$ cat config.mk
export PLATFORM = sky130hd
export DESIGN_NAME = vram_arbiter_flat
export DESIGN_NICKNAME = d
export VERILOG_FILES = /design/src/rtl/vram_arbiter_pkg.sv /design/src/rtl/vram_arbiter_if.sv /design/src/rtl/vram_return_pipe.sv /design/src/rtl/vram_arbiter.sv /design/src/flat_wrapper.sv
export SDC_FILE = /design/constraint.sdc
export NUM_CORES = 1
export LEC_CHECK = 0
export BUFFER_PORTS_ARGS = -buffer_cell sky130_fd_sc_hd__buf_2
export CAP_MARGIN = 20
export CORE_MARGIN = 2
export CORE_UTILIZATION = 48
export DETAILED_ROUTE_END_ITERATION = 8
export PLACE_DENSITY = 0.78
export SLEW_MARGIN = 10
export SYNTH_ARGS = -nofsm -noshare
export SYNTH_HDL_FRONTEND = slang
export SYNTH_SLANG_ARGS = --single-unit
$ cat constraint.sdc
create_clock -name clk_25mhz -period 2.3 [get_ports clk_25mhz]
set_input_delay 0 -clock clk_25mhz [delete_from_list [all_inputs] [get_ports clk_25mhz]]
set_output_delay 0 -clock clk_25mhz [all_outputs]
set_load 0.01 [all_outputs]
$ cat src/rtl/vram_arbiter_pkg.sv
// Shared video-RAM arbiter definitions: widths, sizes, CPU FSM encoding and
// the tag carried alongside each RAM read.
package vram_arbiter_pkg;

   localparam int unsigned ADDR_W       = 13;
   localparam int unsigned DATA_W       = 8;
   localparam int unsigned VRAM_SIZE    = 7168;
   localparam int unsigned STARVE_LIMIT = 64;

   // CPU access sequencer states
   typedef enum logic [1:0] {
      StIdle  = 2'd0,
      StIssue = 2'd1,
      StWait  = 2'd2
   } cpu_state_e;

   // Who a returning read byte belongs to
   typedef enum logic {
      OwnVid = 1'b0,
      OwnCpu = 1'b1
   } owner_e;

   typedef struct packed {
      logic   valid;
      owner_e owner;
   } ret_tag_t;

   // True when a byte address maps onto populated VRAM
   function automatic logic in_vram(input logic [31:0] addr, input int unsigned size);
      return addr < size;
   endfunction

endpackage

$ cat src/rtl/vram_arbiter_if.sv
// Bundle of the video fetch, CPU access and RAM port signals around the arbiter.
interface vram_arbiter_if #(
   parameter int unsigned ADDR_W = vram_arbiter_pkg::ADDR_W,
   parameter int unsigned DATA_W = vram_arbiter_pkg::DATA_W
);

   // Video scanout fetch
   logic              vid_req;
   logic [ADDR_W-1:0] vid_addr;
   logic [DATA_W-1:0] vid_data;
   logic              vid_valid;

   // CPU access
   logic              cpu_req;
   logic              cpu_we;
   logic [ADDR_W-1:0] cpu_addr;
   logic [DATA_W-1:0] cpu_wdata;
   logic              cpu_ack;
   logic [DATA_W-1:0] cpu_rdata;
   logic              cpu_starved;

   // Single-port synchronous RAM, 1-cycle read latency
   logic [ADDR_W-1:0] ram_addr;
   logic              ram_we;
   logic [DATA_W-1:0] ram_wdata;
   logic [DATA_W-1:0] ram_rdata;

   // Arbiter side
   modport slave (
      input  vid_req, vid_addr, cpu_req, cpu_we, cpu_addr, cpu_wdata, ram_rdata,
      output vid_data, vid_valid, cpu_ack, cpu_rdata, cpu_starved,
      output ram_addr, ram_we, ram_wdata
   );

   // Requesters plus RAM model side
   modport master (
      output vid_req, vid_addr, cpu_req, cpu_we, cpu_addr, cpu_wdata, ram_rdata,
      input  vid_data, vid_valid, cpu_ack, cpu_rdata, cpu_starved,
      input  ram_addr, ram_we, ram_wdata
   );

endinterface

$ cat src/rtl/vram_return_pipe.sv
// Two-stage tag pipeline that follows each RAM read so the returning byte can
// be steered to video or CPU when it comes back from the RAM.
module vram_return_pipe
   import vram_arbiter_pkg::*;
(
   input  logic     clk,
   input  logic     rst_n,
   input  ret_tag_t launch,
   output ret_tag_t retire
);

   ret_tag_t stage1_q;
   ret_tag_t stage2_q;

   // Stage 1 lines up with the RAM address, stage 2 with the RAM read data
   always_ff @(posedge clk or negedge rst_n) begin
      if (!rst_n) begin
         stage1_q <= '0;
         stage2_q <= '0;
      end else begin
         stage1_q <= launch;
         stage2_q <= stage1_q;
      end
   end

   assign retire = stage2_q;

endmodule

$ cat src/rtl/vram_arbiter.sv
// Video RAM arbiter: one RAM access per cycle, video scanout fetches have
// strict priority, CPU accesses are sequenced by a small FSM and tracked for
// starvation.
module vram_arbiter #(
   parameter int unsigned ADDR_W       = vram_arbiter_pkg::ADDR_W,
   parameter int unsigned DATA_W       = vram_arbiter_pkg::DATA_W,
   parameter int unsigned VRAM_SIZE    = vram_arbiter_pkg::VRAM_SIZE,
   parameter int unsigned STARVE_LIMIT = vram_arbiter_pkg::STARVE_LIMIT
) (
   input logic           clk_25mhz,
   input logic           reset_n,
   vram_arbiter_if.slave bus
);

   import vram_arbiter_pkg::*;

   localparam int unsigned     CntW   = $clog2(STARVE_LIMIT + 1);
   localparam logic [CntW-1:0] CntMax = CntW'(STARVE_LIMIT);

   cpu_state_e        state_q;
   cpu_state_e        state_d;
   logic              armed_q;
   logic              vid_grant;
   logic              cpu_grant;
   logic              cpu_in_range;
   logic              wr_done;
   logic              cpu_we_q;
   logic              cpu_oor_q;

   logic [ADDR_W-1:0] ram_addr_q;
   logic              ram_we_q;
   logic [DATA_W-1:0] ram_wdata_q;

   logic [CntW-1:0]   wait_cnt_q;
   logic [CntW-1:0]   wait_cnt_d;
   logic              starved_q;

   ret_tag_t          launch;
   ret_tag_t          retire;

   logic              vid_valid_q;
   logic [DATA_W-1:0] vid_data_q;
   logic              cpu_ack_q;
   logic [DATA_W-1:0] cpu_rdata_q;

   // Grant decode: video wins any collision, CPU only starts from idle
   always_comb begin
      vid_grant    = armed_q & bus.vid_req;
      cpu_grant    = armed_q & (state_q == StIdle) & bus.cpu_req & ~bus.vid_req;
      cpu_in_range = in_vram(32'(bus.cpu_addr), VRAM_SIZE);
      launch       = '0;
      if (vid_grant) begin
         launch.valid = 1'b1;
         launch.owner = OwnVid;
      end else if (cpu_grant && !bus.cpu_we) begin
         // Out-of-range reads still ride the pipe so the ack keeps read timing
         launch.valid = 1'b1;
         launch.owner = OwnCpu;
      end
   end

   // Suppress grants on the first edge after reset release
   always_ff @(posedge clk_25mhz or negedge reset_n) begin
      if (!reset_n) begin
         armed_q <= 1'b0;
      end else begin
         armed_q <= 1'b1;
      end
   end

   // CPU FSM state register
   always_ff @(posedge clk_25mhz or negedge reset_n) begin
      if (!reset_n) begin
         state_q <= StIdle;
      end else begin
         state_q <= state_d;
      end
   end

   // CPU FSM next state; writes finish from ISSUE, reads wait for the pipe
   always_comb begin
      state_d = state_q;
      wr_done = 1'b0;
      unique case (state_q)
         StIdle: begin
            if (cpu_grant) begin
               state_d = StIssue;
            end
         end
         StIssue: begin
            if (cpu_we_q) begin
               state_d = StIdle;
               wr_done = 1'b1;
            end else begin
               state_d = StWait;
            end
         end
         StWait: begin
            state_d = StIdle;
         end
         default: begin
            state_d = StIdle;
         end
      endcase
   end

   // Capture the granted CPU access attributes
   always_ff @(posedge clk_25mhz or negedge reset_n) begin
      if (!reset_n) begin
         cpu_we_q  <= 1'b0;
         cpu_oor_q <= 1'b0;
      end else if (cpu_grant) begin
         cpu_we_q  <= bus.cpu_we;
         cpu_oor_q <= ~cpu_in_range;
      end
   end

   // RAM port: address holds when idle, write enable is a single-cycle pulse
   always_ff @(posedge clk_25mhz or negedge reset_n) begin
      if (!reset_n) begin
         ram_addr_q  <= '0;
         ram_we_q    <= 1'b0;
         ram_wdata_q <= '0;
      end else begin
         ram_we_q <= 1'b0;
         if (vid_grant) begin
            ram_addr_q <= bus.vid_addr;
         end else if (cpu_grant && cpu_in_range) begin
            ram_addr_q <= bus.cpu_addr;
            ram_we_q   <= bus.cpu_we;
            if (bus.cpu_we) begin
               ram_wdata_q <= bus.cpu_wdata;
            end
         end
      end
   end

   // Starvation counter next value: counts refused idle requests, saturates
   always_comb begin
      wait_cnt_d = wait_cnt_q;
      if (cpu_grant) begin
         wait_cnt_d = '0;
      end else if (armed_q && (state_q == StIdle) && bus.cpu_req && (wait_cnt_q != CntMax)) begin
         wait_cnt_d = wait_cnt_q + CntW'(1);
      end
   end

   // Starvation counter and sticky flag
   always_ff @(posedge clk_25mhz or negedge reset_n) begin
      if (!reset_n) begin
         wait_cnt_q <= '0;
         starved_q  <= 1'b0;
      end else begin
         wait_cnt_q <= wait_cnt_d;
         if (wait_cnt_d == CntMax) begin
            starved_q <= 1'b1;
         end
      end
   end

   vram_return_pipe u_return_pipe (
      .clk    (clk_25mhz),
      .rst_n  (reset_n),
      .launch (launch),
      .retire (retire)
   );

   // Return stage: steer RAM read data to its owner; data holds between strobes
   always_ff @(posedge clk_25mhz or negedge reset_n) begin
      if (!reset_n) begin
         vid_valid_q <= 1'b0;
         vid_data_q  <= '0;
         cpu_ack_q   <= 1'b0;
         cpu_rdata_q <= '0;
      end else begin
         vid_valid_q <= 1'b0;
         cpu_ack_q   <= wr_done;
         if (retire.valid) begin
            if (retire.owner == OwnVid) begin
               vid_valid_q <= 1'b1;
               vid_data_q  <= bus.ram_rdata;
            end else begin
               cpu_ack_q   <= 1'b1;
               cpu_rdata_q <= cpu_oor_q ? '0 : bus.ram_rdata;
            end
         end
      end
   end

   assign bus.ram_addr    = ram_addr_q;
   assign bus.ram_we      = ram_we_q;
   assign bus.ram_wdata   = ram_wdata_q;
   assign bus.vid_valid   = vid_valid_q;
   assign bus.vid_data    = vid_data_q;
   assign bus.cpu_ack     = cpu_ack_q;
   assign bus.cpu_rdata   = cpu_rdata_q;
   assign bus.cpu_starved = starved_q;

endmodule
$ cat src/flat_wrapper.sv
// flat-port wrapper written by rule: the top's interface ports become plain ports
module vram_arbiter_flat import vram_arbiter_pkg::*;
#(
   parameter int unsigned ADDR_W       = vram_arbiter_pkg::ADDR_W,
   parameter int unsigned DATA_W       = vram_arbiter_pkg::DATA_W,
   parameter int unsigned VRAM_SIZE    = vram_arbiter_pkg::VRAM_SIZE,
   parameter int unsigned STARVE_LIMIT = vram_arbiter_pkg::STARVE_LIMIT
)
  (clk_25mhz, reset_n, bus_vid_req, bus_vid_addr, bus_cpu_req, bus_cpu_we, bus_cpu_addr, bus_cpu_wdata, bus_ram_rdata, bus_vid_data, bus_vid_valid, bus_cpu_ack, bus_cpu_rdata, bus_cpu_starved, bus_ram_addr, bus_ram_we, bus_ram_wdata);
  vram_arbiter_if #(.ADDR_W(ADDR_W), .DATA_W(DATA_W)) bus_i ();
  input logic clk_25mhz;
  input logic reset_n;
  input wire logic [$bits(bus_i.vid_req)-1:0] bus_vid_req;
  input wire logic [$bits(bus_i.vid_addr)-1:0] bus_vid_addr;
  input wire logic [$bits(bus_i.cpu_req)-1:0] bus_cpu_req;
  input wire logic [$bits(bus_i.cpu_we)-1:0] bus_cpu_we;
  input wire logic [$bits(bus_i.cpu_addr)-1:0] bus_cpu_addr;
  input wire logic [$bits(bus_i.cpu_wdata)-1:0] bus_cpu_wdata;
  input wire logic [$bits(bus_i.ram_rdata)-1:0] bus_ram_rdata;
  output wire logic [$bits(bus_i.vid_data)-1:0] bus_vid_data;
  output wire logic [$bits(bus_i.vid_valid)-1:0] bus_vid_valid;
  output wire logic [$bits(bus_i.cpu_ack)-1:0] bus_cpu_ack;
  output wire logic [$bits(bus_i.cpu_rdata)-1:0] bus_cpu_rdata;
  output wire logic [$bits(bus_i.cpu_starved)-1:0] bus_cpu_starved;
  output wire logic [$bits(bus_i.ram_addr)-1:0] bus_ram_addr;
  output wire logic [$bits(bus_i.ram_we)-1:0] bus_ram_we;
  output wire logic [$bits(bus_i.ram_wdata)-1:0] bus_ram_wdata;
  assign bus_i.vid_req = bus_vid_req;
  assign bus_i.vid_addr = bus_vid_addr;
  assign bus_i.cpu_req = bus_cpu_req;
  assign bus_i.cpu_we = bus_cpu_we;
  assign bus_i.cpu_addr = bus_cpu_addr;
  assign bus_i.cpu_wdata = bus_cpu_wdata;
  assign bus_i.ram_rdata = bus_ram_rdata;
  assign bus_vid_data = bus_i.vid_data;
  assign bus_vid_valid = bus_i.vid_valid;
  assign bus_cpu_ack = bus_i.cpu_ack;
  assign bus_cpu_rdata = bus_i.cpu_rdata;
  assign bus_cpu_starved = bus_i.cpu_starved;
  assign bus_ram_addr = bus_i.ram_addr;
  assign bus_ram_we = bus_i.ram_we;
  assign bus_ram_wdata = bus_i.ram_wdata;
  vram_arbiter #(.ADDR_W(ADDR_W), .DATA_W(DATA_W), .VRAM_SIZE(VRAM_SIZE), .STARVE_LIMIT(STARVE_LIMIT)) u_core (.clk_25mhz(clk_25mhz), .reset_n(reset_n), .bus(bus_i));
endmodule
==> impl_metrics.toml, run 1 <==
[logic_synthesis]
synth_compound_area_share_pct = 10.2
synth_seq_cells = 57
synth_nets = 260
synth_fa_ha_area_share_pct = 1.03
yosysTopAreaCell = "dfrtp_1"
synthTopCellsByArea = "dfrtp_1 59%, mux2_2 7.4%, mux2i_1 5.3%"
synth.area.mux_share_pct = 12.7
ys_types = 38
synth_top_family_by_area = "simple AND/OR/NAND/NOR gates"
postSynthAreaPerCell_um2 = 11.6
yosysWarningCount = 0
synth_xor_area_share_pct = 0
synth_top_area_share_pct = 58.5
yosysSeqAreaShare_pct = 58.5
syn_area_um2 = 2440
yosys.area_share.simple_pct = 15.0
postSynthCellCount = 211

[power]
cellLeakagePower_uw = 0.00177
irDropWorstVdd_v = 0.000488
power_density_nw_per_um2 = 808

[route]
vias = 2118
firstDrtPassIters = 4
totalWireLength_mm = 6.35
drt-wirelength-per-cell_um = 14.9
ant_nets = 0
drtIter0Drc = 97
drc = 0
viasPerCell = 4.98

[worst_setup_path]
critical_path.cell_chain = "and4bb_4, nand2_4, a31oi_4, mux2i_2, a21oi_1, dlygate4sd3_1"
cp_max_fo = 7
critPathSlowestCell = "dlygate4sd3_1"
crit_type = "flop to flop"
crit_path_end_kind = "flop"
cp.arrival_ps = 2460
cp.required_ps = 2520
start_kind = "flop"
critPathBufInv = 1
max_stage_delay_ps = 570
cp_top_family = "buffers and inverters"

[die]
fp.dieW_um = 75.3
ios = 88
dieArea_um2 = 5660
rows = 25
coreArea_um2 = 4820
die_y_um = 75.3
start_util_pct = 50.6

[layout]
stdcell_count = 425
final_net_count = 402
layout-drive-gt1-share_pct = 37.2
syn_to_final_growth_pct = 49.0
fillers = 330
num_antenna_cells = 0
final_cell_mix = "87 x buf_2, 57 x dfrtp_1, 42 x dlygate4sd3_1"
final_common_cell = "buf_2"

[grt]
grt-ovfl-total = 0
grtUsageTotal_pct = 24.7
grt_pass1_wl_mm = 10.2
grt_pass1_vias = 2201
antenna_found_initial = 0
grt_max_degree = 29

[hold_path]
hp-class = "primary input to flop"

[clocking]
clk_pin_slew_ps = 70
insertion_delay_ps = 340
clkSinkCount = 57
h-tree-depth = 3
cts_tree = "yes"
cts_buffer_depth = 2
cts_root_buf = "clkbuf_8"
cts_buffers = 9

[sta]
fin_crit_ps = 2230
finalCritPeriodShare_pct = 97.1
slew_violations = 0
max_slew.worst_pin.slew_ps = 598
finalSetupViolations = 0
setup_tns_ps = 0
hold_ws_ps = 60.6
hold_viol_final = 0
fmax_mhz = 448
slew_headroom_pct = 60.2
clock_skew_ps = 5.07

[placed_design]
dp_cells = 363
port_buffers = 87
gp_congestion = 0.841
dp_hpwl_mm = 3.52

[job]
drv_cap = 0

[status]
status = "finished, final reports clean"
[cell families (layout without fill, tap and decap cells)]
family | count (synthesis) | in the layout
AO/OA/AOI/OAI | 39 | 39
adder cells (fa/ha/maj) | 2 | 2
buffers and inverters | 13 | 160
flip-flops | 57 | 57
multiplexers | 29 | 29
other | 1 | 1
AND/OR/NAND/NOR | 70 | 70
[layout make-up]
type                    instances  area, um^2  share of cell area, %
repair buffers                137         916                   25.2
well taps                      67        83.8                   2.31
clock buffers                   9         124                   3.41
multi-input cells             141         961                   26.5
inverters                       7        26.3                  0.724
clock inverters                 7        93.8                   2.58
flip-flops and latches         57        1430                   39.3
[routing by layer]
layer | up-vias | track usage (%) | part of all wire [%]
met5 | - | 0 | 0
met4 | 0 | 9.36 | 2.0
met3 | 14 | 8.97 | 6.5
met2 | 91 | 41.5 | 50
met1 | 994 | 29.0 | 42
li1 | 1019 | - | -
[sequential cells by signal (all words and copies together) (netlist names)]
name,cells
u_core.bus.cpu_starved,1
u_core.bus.ram_addr,13
u_core.bus.ram_we,1
u_core.bus.vid_valid,1
u_core.state_q,2
u_core.u_return_pipe.stage1_q,2
u_core.cpu_we_q,1
u_core.bus.ram_wdata,8
u_core.u_return_pipe.retire,2
u_core.armed_q,1
u_core.bus.vid_data,8
u_core.cpu_oor_q,1
u_core.bus.cpu_rdata,8
u_core.wait_cnt_q,7
u_core.bus.cpu_ack,1
[Yosys cell counts]
master,instances
nor3_1,1
nand4bb_1,2
a32o_1,1
nand2b_1,10
a22oi_1,1
mux2i_1,13
dfrtp_1,57
conb_1,1
or2_2,1
nor2_1,17
o31a_1,1
inv_1,7
o21ai_0,11
nand3b_1,1
or4_1,1
o22a_1,1
nand2_1,25
or3_1,1
a21oi_1,15
buf_6,1
nand2_4,1
o21a_1,1
a41o_1,1
and4bb_2,1
clkbuf_1,4
nand3_4,1
buf_2,1
mux2_2,16
and2_1,2
ha_1,2
o32ai_1,1
o22ai_1,2
or4b_1,1
o211ai_1,1
a31oi_4,1
o31ai_1,2
nor3b_1,1
nand3_1,4
[power breakdown]
| group | internal (uW) | switching, uW |
|---|---|---|
| combinational | 324 | 303 |
| sequential | 1170 | 108 |
| clock | 609 | 421 |
| total | 2100 | 832 |
[path summary, 6_finish.rpt]
| check | from | endpoint | slack, ps | depth (start not counted) |
|---|---|---|---|---|
| min in group asynchronous | reset_n | u_core.wait_cnt_q[6] | 200 | 2 |
| min reg2reg | u_core.u_return_pipe.stage1_q[0] | u_core.u_return_pipe.retire[0] | 350 | 0 |
| max | u_core.state_q[0] | u_core.bus.ram_addr[4] | 70 | 6 |
| max reg2reg | u_core.state_q[0] | u_core.bus.ram_addr[4] | 70 | 6 |
| max in group asynchronous | reset_n | u_core.armed_q | 1450 | 3 |
| min | bus_cpu_addr[12] | u_core.bus.ram_addr[12] | 60 | 3 |
[through the flow]
| step | utilization (%) | setup WS [ps] | total power (uW) | instance area [um^2] |
|---|---|---|---|---|
| 2_1_floorplan | - | 565 | 1570 | 2440 |
| 3_3_place_gp | 61.4 | 441 | 1800 | 2960 |
| 3_5_place_dp | 61.4 | 399 | 1830 | 2960 |
| 4_1_cts | 74.6 | 112 | 2910 | 3590 |
| 5_1_grt | 75.4 | -5.83 | 3080 | 3630 |
| 6_report | 75.4 | 65.8 | 2930 | 3630 |
[what timing repair did]
action | CTS | global route
gates resized for setup | 0 | 2
hold buffers | 42 | 0
endpoints found under the setup margin | 0 | 1
buffers inserted | 0 | 4
endpoints found under the hold margin | 66 | 0
[worst reg2reg max path, cell delays in order (launching register included)]
cell and delay [ps]:
dfrtp_1 400, and4bb_4 380, nand2_4 90, a31oi_4 260, mux2i_2 300, a21oi_1 120, dlygate4sd3_1 570
No activity file was read; power rests on OpenSTA's default activity.
==> run 2, diff against run 1 <==
--- a/config.mk
+++ b/config.mk
@@ -5,12 +5,12 @@
 export SDC_FILE = /design/constraint.sdc
 export NUM_CORES = 1
 export LEC_CHECK = 0
+export ABC_AREA = 1
 export BUFFER_PORTS_ARGS = -buffer_cell sky130_fd_sc_hd__buf_2
 export CAP_MARGIN = 20
-export CORE_MARGIN = 2
 export CORE_UTILIZATION = 48
 export DETAILED_ROUTE_END_ITERATION = 8
-export PLACE_DENSITY = 0.78
+export PLACE_DENSITY = 0.77
 export SLEW_MARGIN = 10
 export SYNTH_ARGS = -nofsm -noshare
 export SYNTH_HDL_FRONTEND = slang
==> impl_metrics.toml, run 2 <==
[logic_synthesis]
async_flop_share_pct = 100
synth_xor_area_share_pct = 0.354
yosysWarningCount = 0
postSynthAreaPerCell_um2 = 8.59
yosys.area_share.simple_pct = 26.8
synth_top_family_by_area = "simple AND/OR/NAND/NOR gates"
synthTopCellsByArea = "dfrtp_1 58%, nand2_1 15%, nand3_1 5.1%"
synth_common_cells = "97 x nand2_1, 57 x dfrtp_1, 29 x inv_1, 25 x nand3_1, 21 x nor2_1"
syn_area_um2 = 2470
yosys_most_used_dff = "dfrtp_1"
synth_fa_ha_area_share_pct = 1.01
synthMostInstantiatedCell = "nand2_1"
yosysTopAreaCell = "dfrtp_1"
synth_nets = 337
synth_compound_area_share_pct = 7.03
synth.area.mux_share_pct = 0
postSynthCellCount = 288
synth_edf_count = 0
ys_types = 25
synth_top_area_share_pct = 57.7
yosysSeqAreaShare_pct = 57.7
synth_seq_cells = 57

[layout]
final_net_count = 474
fin_util_pct = 75.1
final_common_cell = "nand2_1"
syn_to_final_growth_pct = 47.1
final_cell_mix = "96 x nand2_1, 87 x buf_2, 57 x dfrtp_1"
stdcell_area_um2 = 3640
register_area_um2 = 1430
fillers = 318
multiInputGateArea_um2 = 891
largest_reg_flops = 13
layout-drive-gt1-share_pct = 27.3
num_antenna_cells = 0

[grt]
grt_max_degree = 27
grt-ovfl-total = 0
grtUsageTotal_pct = 27.7
grt_pass1_vias = 2429
antenna_found_initial = 0
grt_pass1_wl_mm = 11.0

[sta]
finalCritPeriodShare_pct = 91.5
fin_crit_ps = 2100
hold_viol_final = 0
max_slew.worst_pin.slew_ps = 574
slew_headroom_pct = 61.7
finalSetupViolations = 0
slew_violations = 0
fmax_mhz = 475
setup_tns_ps = 0
rsz0062_at_grt = "false"
clock_skew_ps = 6.53

[power]
cellLeakagePower_uw = 0.00198
irDropWorstVdd_v = 0.000503
p_total_uw = 3040
power_density_nw_per_um2 = 836

[worst_setup_path]
critPathSlowestCell = "dlygate4sd3_1"
crit_path_end_kind = "flop"
crit_type = "flop to flop"
crit_start = "u_core.state_q[0]"
r2r_start = "u_core.state_q[0]"
cp_num_cells = 10
reg2reg_to = "u_core.bus.ram_addr[6]"
cp_max_fo = 25
cp_top_family = "buffers and inverters"
reg2reg_depth = 10
crit_end = "u_core.bus.ram_addr[6]"
start_kind = "flop"
critPathBufInv = 3
max_stage_delay_ps = 580
critical_path.cell_chain = "inv_1, nand2_1, nor2_4, nand2_4, clkinv_2, nand2_2, nand2_8, nor2_1, a31oi_1, dlygate4sd3_1"
cp.arrival_ps = 2370
r2r_slack_ps = 200
cp.required_ps = 2560

[clocking]
cts_tree = "yes"
h-tree-depth = 3
cts_buffers = 9
clk_pin_slew_ps = 60
insertion_delay_ps = 330
cts_buffer_depth = 2
cts_root_buf = "clkbuf_8"
clkSinkCount = 57

[route]
vias = 2508
totalWireLength_mm = 6.77
firstDrtPassIters = 5
drt-wirelength-per-cell_um = 13.7
drc = 0
ant_nets = 0
viasPerCell = 5.07
drtIter0Drc = 162

[die]
rows = 25
coreArea_um2 = 4850
fp.dieW_um = 73.8
dieArea_um2 = 5440
ios = 88
die_y_um = 73.8
start_util_pct = 51.0

[job]
drv_cap = 0

[placed_design]
dp_hpwl_mm = 3.89
port_buffers = 87
placed_area_um2 = 2970
gp_congestion = 0.859

[hold_path]
hp-class = "primary input to flop"

[status]
status = "finished, final reports clean"
==> run 2: cell types whose count changed after synthesis, sizes merged, moves of 4 or more <==
cell,delta
a21oi,-13
mux2i,-13
inv,+23
nand2,+76
mux2,-16
nand4,+4
nor2,+5
nand2b,-10
nand3,+21
a31oi,+11
==> run 2: cell families after synthesis <==
| family | after synthesis |
|---|---|
| AOI/OAI and AO/OA | 29 |
| xor gates and xnor gates | 1 |
| adders and majority gates | 2 |
| buffers and inverters | 42 |
| DFF | 57 |
| other | 1 |
| and+or+nand+nor | 156 |
==> run 2: metal layers <==
layer	vias up	GRT usage, %	routed length (um)
met5	-	0	0
met4	0	12.2	218
met3	27	9.05	550
met2	143	45.0	3230
met1	1151	33.8	2760
li1	1187	-	-
==> run 2: tightest hold or removal path, cell delays in order <==
cell,delay [ps]
buf_2,110
nand3_1,90
nand2_2,110
inv_2,80
a21oi_1,40
==> run 2: what timing repair did <==
item / in CTS / in global routing
endpoints found under the hold margin: 64 / 0
endpoints found under the setup margin: 0 / 12
gates resized for setup: 0 / 3
hold buffers: 44 / 0
setup buffers: 0 / 2
==> run 2: area by class of cell <==
class | instances | area share [%]
repair buffers | 136 | 25.1
flip-flops and latches | 57 | 39.2
well taps | 67 | 2.30
inverters | 32 | 3.37
multi-input cells | 189 | 24.5
clock inverters | 2 | 1.03
clock buffers | 12 | 4.54
==> run 2: worst min path at each step <==
stage	start	end	slack, ps	depth (start not counted)
6_report	bus_cpu_addr[11]	u_core.cpu_oor_q	140	5
5_1_grt	bus_cpu_req	u_core.u_return_pipe.stage1_q[0]	170	5
4_1_cts	bus_cpu_addr[11]	u_core.cpu_oor_q	90	5
3_5_place_dp	reset_n	u_core.wait_cnt_q[4]	20	1
3_3_place_gp	reset_n	u_core.wait_cnt_q[4]	20	1
2_1_floorplan	reset_n	u_core.armed_q	-300	0
==> run 2: where the power goes <==
group	switching [uW]	internal (uW)	leakage (uW)
Combinational	422	350	0.00119
Sequential	135	1180	0.000691
Clock	378	577	0.000101
==> run 2: through the flow <==
stage                     setup WS (ps)  hold WS [ps]  cells
final                               196           140    495
after global routing               21.6           173    495
after floorplan                     855          -296    288
after CTS                          76.8          94.1    493
after detailed placement            610          24.9    435
after global placement              676          23.2    435
